===== config.mk =====
export PLATFORM = sky130hd
export DESIGN_NAME = wave_reader
export DESIGN_NICKNAME = d
export VERILOG_FILES = /design/src/rtl/wave_reader.sv
export SDC_FILE = /design/constraint.sdc
export NUM_CORES = 1
export LEC_CHECK = 0
export ABC_AREA = 1
export BUFFER_PORTS_ARGS = -buffer_cell sky130_fd_sc_hd__buf_2
export CORE_ASPECT_RATIO = 0.9
export CORE_MARGIN = 2
export CORE_UTILIZATION = 33
export CTS_CLUSTER_SIZE = 12
export DETAILED_ROUTE_END_ITERATION = 16
export PLACE_DENSITY_LB_ADDON = 0.05
export SYNTH_ARGS = -nofsm -noshare
export SYNTH_HDL_FRONTEND = slang
export SYNTH_SLANG_ARGS = --single-unit

===== constraint.sdc =====
create_clock -name clk -period 5.3 [get_ports clk]
set_input_delay 1.06 -clock clk [delete_from_list [all_inputs] [get_ports clk]]
set_output_delay 1.06 -clock clk [all_outputs]
set_load 0.01 [all_outputs]

===== src/rtl/wave_reader.sv =====
// wave_reader: read initiator for a 1-cycle-latency synchronous ROM, streaming samples on valid/ready.
// Optional feature macro WAVE_READER_LOOP_EN adds a `loop` input that replays the programmed pass gaplessly.
module wave_reader #(
    parameter int ADDR_W = 8,
    parameter int DATA_W = 8
) (
    input  logic              clk,
    input  logic              rst_n,
    input  logic              start,
    input  logic [ADDR_W-1:0] start_addr,
    input  logic [ADDR_W-1:0] stride,
    input  logic [ADDR_W-1:0] length,
    input  logic              abort,
`ifdef WAVE_READER_LOOP_EN
    input  logic              loop,
`endif
    output logic [ADDR_W-1:0] mem_addr,
    input  logic [DATA_W-1:0] mem_data,
    output logic [DATA_W-1:0] smp_data,
    output logic              smp_valid,
    input  logic              smp_ready,
    output logic              busy,
    output logic              done
);

    typedef enum logic [1:0] {
        IDLE  = 2'd0,
        RUN   = 2'd1,
        DRAIN = 2'd2
    } state_t;

    localparam logic [ADDR_W:0] CNT_ZERO = {(ADDR_W+1){1'b0}};
    localparam logic [ADDR_W:0] CNT_ONE  = {{ADDR_W{1'b0}}, 1'b1};
    localparam logic [ADDR_W:0] CNT_FULL = {1'b1, {ADDR_W{1'b0}}};

    state_t              state_r, state_s;
    logic [ADDR_W-1:0]   start_addr_r, stride_r;
    logic [ADDR_W:0]     len_full_r, remaining_r;
    logic                restart_r;
    logic                issue_r;
    logic                rd_r;
    logic [DATA_W-1:0]   fifo_mem_r [0:1];
    logic                fifo_wp_r, fifo_rp_r;
    logic [1:0]          fifo_cnt_r;

    logic                loop_s;
    logic [ADDR_W:0]     len_full_s, cnt_base_s, cnt_next_s;
    logic                reload_s;
    logic                start_issue_s, run_issue_s, any_issue_s;
    logic [ADDR_W-1:0]   addr_next_s;
    logic                out_free_s, fifo_pop_s, fifo_push_s, last_hs_s;
    logic [2:0]          occupancy_s;
    logic                busy_s, done_s;

`ifdef WAVE_READER_LOOP_EN
    assign loop_s = loop;
`else
    assign loop_s = 1'b0;
`endif

    // Issue control. smp_data is itself a storage slot ahead of the 2-entry FIFO, so the
    // outstanding budget (held output + FIFO + both ROM pipeline stages) is capped at three.
    always_comb begin
        len_full_s    = (length == {ADDR_W{1'b0}}) ? CNT_FULL : {1'b0, length};
        out_free_s    = ~smp_valid | smp_ready;
        fifo_pop_s    = out_free_s & (fifo_cnt_r != 2'd0);
        fifo_push_s   = rd_r & ~(out_free_s & (fifo_cnt_r == 2'd0));
        occupancy_s   = {2'b00, smp_valid & ~smp_ready} + {1'b0, fifo_cnt_r}
                      + {2'b00, rd_r} + {2'b00, issue_r};
        start_issue_s = (state_r == IDLE) & start & ~abort;
        run_issue_s   = (state_r == RUN) & ~abort & (remaining_r != CNT_ZERO)
                      & (occupancy_s < 3'd3);
        any_issue_s   = start_issue_s | run_issue_s;
        last_hs_s     = smp_valid & smp_ready & (fifo_cnt_r == 2'd0) & ~rd_r & ~issue_r;
        if (start_issue_s) begin
            cnt_base_s  = len_full_s;
            addr_next_s = start_addr;
        end else if (restart_r) begin
            cnt_base_s  = remaining_r;
            addr_next_s = start_addr_r;
        end else begin
            cnt_base_s  = remaining_r;
            addr_next_s = mem_addr + stride_r;
        end
        reload_s = loop_s & (cnt_base_s == CNT_ONE);
        if (reload_s) begin
            cnt_next_s = start_issue_s ? len_full_s : len_full_r;
        end else begin
            cnt_next_s = cnt_base_s - CNT_ONE;
        end
    end

    // FSM state register.
    always_ff @(posedge clk or negedge rst_n) begin
        if (!rst_n) begin
            state_r <= IDLE;
        end else begin
            state_r <= state_s;
        end
    end

    // FSM next-state logic.
    always_comb begin
        state_s = state_r;
        case (state_r)
            IDLE: begin
                if (abort)      state_s = IDLE;
                else if (start) state_s = RUN;
                else            state_s = IDLE;
            end
            RUN: begin
                if (abort)                          state_s = IDLE;
                else if (remaining_r == CNT_ZERO)   state_s = DRAIN;
                else                                state_s = RUN;
            end
            DRAIN: begin
                if (abort)          state_s = IDLE;
                else if (last_hs_s) state_s = IDLE;
                else                state_s = DRAIN;
            end
            default: state_s = IDLE;
        endcase
    end

    // FSM outputs, registered below.
    always_comb begin
        busy_s = 1'b0;
        done_s = 1'b0;
        case (state_s)
            RUN, DRAIN: busy_s = 1'b1;
            default:    busy_s = 1'b0;
        endcase
        if ((state_r == DRAIN) && !abort && last_hs_s) begin
            done_s = 1'b1;
        end else begin
            done_s = 1'b0;
        end
    end

    // Address walker, remaining counter and ROM pipeline tracking.
    always_ff @(posedge clk or negedge rst_n) begin
        if (!rst_n) begin
            mem_addr     <= {ADDR_W{1'b0}};
            start_addr_r <= {ADDR_W{1'b0}};
            stride_r     <= {ADDR_W{1'b0}};
            len_full_r   <= CNT_ZERO;
            remaining_r  <= CNT_ZERO;
            restart_r    <= 1'b0;
            issue_r      <= 1'b0;
            rd_r         <= 1'b0;
            busy         <= 1'b0;
            done         <= 1'b0;
        end else begin
            busy <= busy_s;
            done <= done_s;
            if (abort) begin
                remaining_r <= CNT_ZERO;
                restart_r   <= 1'b0;
                issue_r     <= 1'b0;
                rd_r        <= 1'b0;
            end else begin
                rd_r <= issue_r;
                if (start_issue_s) begin
                    start_addr_r <= start_addr;
                    stride_r     <= stride;
                    len_full_r   <= len_full_s;
                end else begin
                    start_addr_r <= start_addr_r;
                end
                if (any_issue_s) begin
                    mem_addr    <= addr_next_s;
                    remaining_r <= cnt_next_s;
                    restart_r   <= reload_s;
                    issue_r     <= 1'b1;
                end else begin
                    issue_r <= 1'b0;
                end
            end
        end
    end

    // Sample buffer: output register fed from the FIFO, or straight from the ROM when the FIFO is empty.
    always_ff @(posedge clk or negedge rst_n) begin
        if (!rst_n) begin
            smp_data      <= {DATA_W{1'b0}};
            smp_valid     <= 1'b0;
            fifo_mem_r[0] <= {DATA_W{1'b0}};
            fifo_mem_r[1] <= {DATA_W{1'b0}};
            fifo_wp_r     <= 1'b0;
            fifo_rp_r     <= 1'b0;
            fifo_cnt_r    <= 2'd0;
        end else if (abort) begin
            smp_valid  <= 1'b0;
            fifo_wp_r  <= 1'b0;
            fifo_rp_r  <= 1'b0;
            fifo_cnt_r <= 2'd0;
        end else begin
            if (fifo_pop_s) begin
                smp_data  <= fifo_mem_r[fifo_rp_r];
                smp_valid <= 1'b1;
                fifo_rp_r <= ~fifo_rp_r;
            end else if (out_free_s && rd_r) begin
                smp_data  <= mem_data;
                smp_valid <= 1'b1;
            end else if (out_free_s) begin
                smp_valid <= 1'b0;
            end else begin
                smp_valid <= smp_valid;
            end
            if (fifo_push_s) begin
                fifo_mem_r[fifo_wp_r] <= mem_data;
                fifo_wp_r             <= ~fifo_wp_r;
            end else begin
                fifo_wp_r <= fifo_wp_r;
            end
            fifo_cnt_r <= fifo_cnt_r + {1'b0, fifo_push_s} - {1'b0, fifo_pop_s};
        end
    end

endmodule

# Word-level counts from Yosys, hierarchy flattened
# Cells that the tools add are included.
# W data, S select, Z words.
[classes] n_addsub=7 n_lt_le_gt_ge=4 eq_ne=4 muxes=37 bitwise=25 reduce_logical=21
[ops] op="$mux W8" n=8
[ops] op="$mux W9" n=4
[ops] op="$mux W1" n=17
[ops] op="$bwmux W16" n=1
[ops] op="$and A1 B1 Y1" n=13
[ops] op="$mux W2" n=5
[ops] op="$reduce_bool A2 Y1" n=5
[ops] op="$logic_not A9 Y1" n=1
[ops] op="$reduce_bool A9 Y1" n=1
[ops] op="$sub A9 B1 Y9 const B" n=1
[ops] op="$add A8 B8 Y8" n=1
[ops] op="$demux W8 S1" n=1
[ops] op="$logic_not A8 Y1" n=1
[ops] op="$not A1 Y1" n=8
[ops] op="$reduce_and A2 Y1" n=4
[ops] op="$add A3 B1 Y3" n=2
[ops] op="$pmux W2 S3" n=1
[ops] op="$eq A2 B1 Y1 const B" n=2
[ops] op="$eq A2 B2 Y1 const B" n=2
[ops] op="$ge A2 B2 Y1 const B" n=2
[ops] op="$logic_and A1 B1 Y1" n=4
[ops] op="$logic_not A2 Y1" n=2
[ops] op="$not A1 Y2" n=2
[ops] op="$reduce_bool A4 Y1" n=1
[ops] op="8 further kinds" n=9
[word_totals] register_bits=69 output_inout_bits=19

# Longest topological paths before layout
[depth] depth_word=10 ltp_mapped=14 depth_no_buf=14

# Worst setup path after synthesis
# Ideal clock, no wire load.
[synth_path] kind="in2reg" startpoint="input smp_ready" endpoint="register remaining_r[3]" setup_time_ps=65 t_arrival_ps=2957 path_slack_ps=2277 stages=12 path_buffers=0 cell_sequence="nor2_4 > fa_1 > ha_1 > inv_1 > fa_1 > inv_1 > nand2_1 > nand3_1 > nand2_2 > nor2_2 > nand2_1 > nand2_1"
[synth_via] elab_chain_len=9
[synth_rtl] element="start, declared" line_no="21" source="input logic smp_ready,"
[synth_rtl] element="$not A1 Y1" line_no="68" source="occupancy_s = {2'b00, smp_valid & ~smp_ready} + {1'b0, fifo_cnt_r}"
[synth_rtl] element="$and A1 B1 Y1" line_no="68"
[synth_rtl] element="$add A1 B2 Y3" line_no="68"
[synth_rtl] element="$add A3 B1 Y3 (2 in a row)" line_no="69" source="+ {2'b00, rd_r} + {2'b00, issue_r};"
[synth_rtl] element="$lt A3 B2 Y1" line_no="72" source="& (occupancy_s < 3'd3);"
[synth_rtl] element="$and A1 B1 Y1" line_no="72"
[synth_rtl] element="$or A1 B1 Y1" line_no="73" source="any_issue_s = start_issue_s | run_issue_s;"
[synth_rtl] element="$reduce_bool A2 Y1 (no line)"
[synth_rtl] element="end signal, assigned" line_no="172" source="remaining_r <= cnt_next_s;"
[synth_rtl] element="end, declared" line_no="38" source="logic [ADDR_W:0] len_full_r, remaining_r;"
# No other way between the ends.
# A chain may end at the register's enable or synchronous reset.

# Worst setup path after layout
[layout_path] startpoint="input smp_ready" endpoint="register remaining_r[8]"
# The elaborated chain is that of the path after synthesis.

==> qor.txt <==
Average wire per standard cell: 12.64 microns
Largest family of logic cells by synthesized area: simple AND/OR/NAND/NOR gates
Flops & latches, synth: 60
VDD IR-drop max: 0.2297 mV
Placed cells: 613
Switch share: 0.4074
PD cells: 584.6 nW/um^2
Crit-path cells: buf_2 > nor2_4 > fa_1 > ha_1 > inv_1 > fa_1 > inv_1 > nand2_1 > nand3_1 > nand2_2 > nor2_2 > nand2_1 > nand2_1
Slew Viols, Final: 0
Post-Route Utilization: 0.4001
Die width: 111.7 microns
Post-synth EDFFs: 0
Worst reg2reg endpoint: remaining_r[8]
Synth Area in Adders: 0.05737
# setup viols final: 0
Mux cell area share after synthesis: 0
Initial Util: 0.3377
H-tree levels: 3
Post-synthesis xor/xnor area fraction: 0.02033
Max Clock Freq: 309.9 MHz
Syn Area/Cell: 7.814 sq um
Skew final: 5.399 ps
Die area: 11,280 sq um
Slew margin rel.: 0.4762
First-pass GRT wire length: 13,990 microns
PortBufs: 55
Yosys top cell area share: 0.4357
Critical Path Start: smp_ready
RD Place Congestion: 0.7626
Worst Path Arrival: 3480 ps
Top cells by area in the synthesized netlist: dfrtp_1, nand2_1, o21ai_0, inv_1, nand3_1
Drt total wl: 7911 microns
R2r setup slk: 2470 ps
Logic pwr share: 0.439
Initial antenna violation count: 0
Final Net Count: 546
R2R Path Start: state_r[0]
Syn Nets: 492
Drt first pass iters: 4
Root buffer cell: clkbuf_16
Worst setup SP type: primary input
N_diodes: 0
Largest net degree at the start of global routing: 61
Post-layout min period: 3227 ps
CTS tree: built
Worst-margin pin slew: 785.8 ps
Dominant cell by count in the synthesized netlist: nand2_1
Int Pwr: 1414 uW
Required @ worst endpoint: 5560 ps
Ys async rst share: 1.000
Register area share after synthesis: 0.4357
Total track usage: 0.1556
Hpwl dp: 5626 microns
Mapped Area: 3446 sq um
Most common library cells after synthesis: nand2_1, dfrtp_1, inv_1
CP Capture Type: flip-flop
Clock sink total: 60
Distinct cells, synth: 36
Leak: 0.002189 uW
Total CTS buffers: 9
Switch Pwr: 972.3 uW
Post-Syn Instances: 441
Max FO, Critical Path: 19
Proportion of layout cells with a drive suffix above 1: 0.1952
Remaining DRCs: 0
Largest stage delay, worst path: 460 ps
Worst reg2reg path depth: 13
RSZ-0062 raised after global routing: false
# rows: 35
MaxCap Viol Count: 0
Crit path to: remaining_r[8]
Ys Warns: 0
Clock Latency Late Sink: 320 ps
Post_cts resized: 0
Ratio of final minimum period to clock period: 0.6088
Syn-to-layout area delta: 18.48%
CP Class: primary input to flip-flop
DR vias/cell: 4.605
Yosys top cell by area: dfrtp_1
Fin. Hold Viols: 0
Compound-Gate Fraction of Synth Area: 0.1002
Setup TNS: 0 ps
CP max-delay cell: fa_1
Max Buffers Root-to-Sink: 2
Postcts setup bufs: 0
I/O pin count: 56
Vias: 2,883
HP Class: flip-flop to flip-flop
Post-detailed-route count of antenna-violating nets: 0
Vias in the first global route: 2,885
Cell mode on critical path: nand2_1
Hold Buf Count CTS: 0
Post-Layout Cell Count: 626
Synth Flop Type: dfrtp_1
Run status: finished, final reports clean
Total grt overflow: 0
Reg clk slew, reported paths: 50 ps
Die height: 100.9 microns
Detailed Route Iter0 Violations: 130
Sequential share of power: 0.328
Simple-gate share of the synthesized area: 0.3046
Clk network pwr share: 0.233
Core area: 10,200 sq um
[power by group through the flow]
stage / Sequential [uW] / Combinational (uW) / Clock [uW]
after floorplan: 779 / 803 / 0
after global placement: 790 / 1050 / 0
after detailed placement: 792 / 1060 / 0
after CTS: 787 / 1070 / 575
after global routing: 811 / 1240 / 594
final: 783 / 1050 / 557
[metal layers]
metal,wire (microns),track usage,vias up
li1,-,-,1501
met1,4033,0.2053,1324
met2,3470,0.2499,51
met3,319,0.04510,7
met4,88,0.04558,0
met5,0,0,-
[critical path, delay by kind of cell]
family	cells	cell delay [ps]
fa+ha+maj	3	1050
simple gates	7	1120
buf+inv	3	240
[cell families after synthesis]
| kind of cell | Yosys count |
|---|---|
| simple gates | 232 |
| flops | 60 |
| compound gates | 62 |
| fa+ha+maj | 14 |
| xor+xnor | 8 |
| buf+inv | 65 |
[flip-flops by register name (all words and copies together), names as in the netlist, 2 cells and up]
name	flops
mem_addr	8
state_r	2
remaining_r	9
smp_data	8
fifo_mem_r	16
stride_r	8
fifo_cnt_r	2
[placed cells by master, fill, tap and decap left out, drive strengths merged]
cell / count
nor2: 47
inv: 52
buf: 56
o31ai: 1
nor3: 2
fa: 3
a21boi: 1
xor2: 4
xnor2: 4
nand3b: 5
bufinv: 1
a21oi: 9
nand3: 32
ha: 11
dfrtp: 60
o21ai: 42
a21o: 1
clkbuf: 10
clkinv: 2
nor4: 1
nand2: 138
nand4: 2
o211ai: 8
or2: 5
[per-stage QoR]
stage / hold WS, ps / setup WS (ps) / area [sq um] / total power (uW)
after floorplan: 452.8 / 2277 / 3446 / 1582
after global placement: 465.8 / 1770 / 3804 / 1844
after detailed placement: 474.5 / 1712 / 3804 / 1852
after CTS: 487.2 / 2043 / 4083 / 2429
after global routing: 505.0 / 1801 / 4083 / 2642
final: 481.4 / 2073 / 4083 / 2387
[worst min-delay path by stage]
stage | from | to | slack, ps | cells after the start
after floorplan | stride_r[0] | stride_r[0] | 450 | 2
after global placement | fifo_mem_r[14] | fifo_mem_r[14] | 470 | 2
after detailed placement | fifo_mem_r[1] | fifo_mem_r[1] | 470 | 2
after CTS | stride_r[5] | stride_r[5] | 490 | 2
after global routing | fifo_mem_r[5] | fifo_mem_r[5] | 500 | 2
final | stride_r[5] | stride_r[5] | 480 | 2
[final cells by class]
| class | count | area, sq um |
|---|---|---|
| sequential | 60 | 1501 |
| timing repair buffer | 56 | 282.8 |
| fill | 1093 | 6121 |
| clock inverter | 3 | 40.04 |
| tap | 129 | 161.4 |
| multi-input combinational | 316 | 1663 |
| inverter | 52 | 195.2 |
| clock buffer | 10 | 239.0 |
Note: power is estimated with default switching activity, not from simulation.
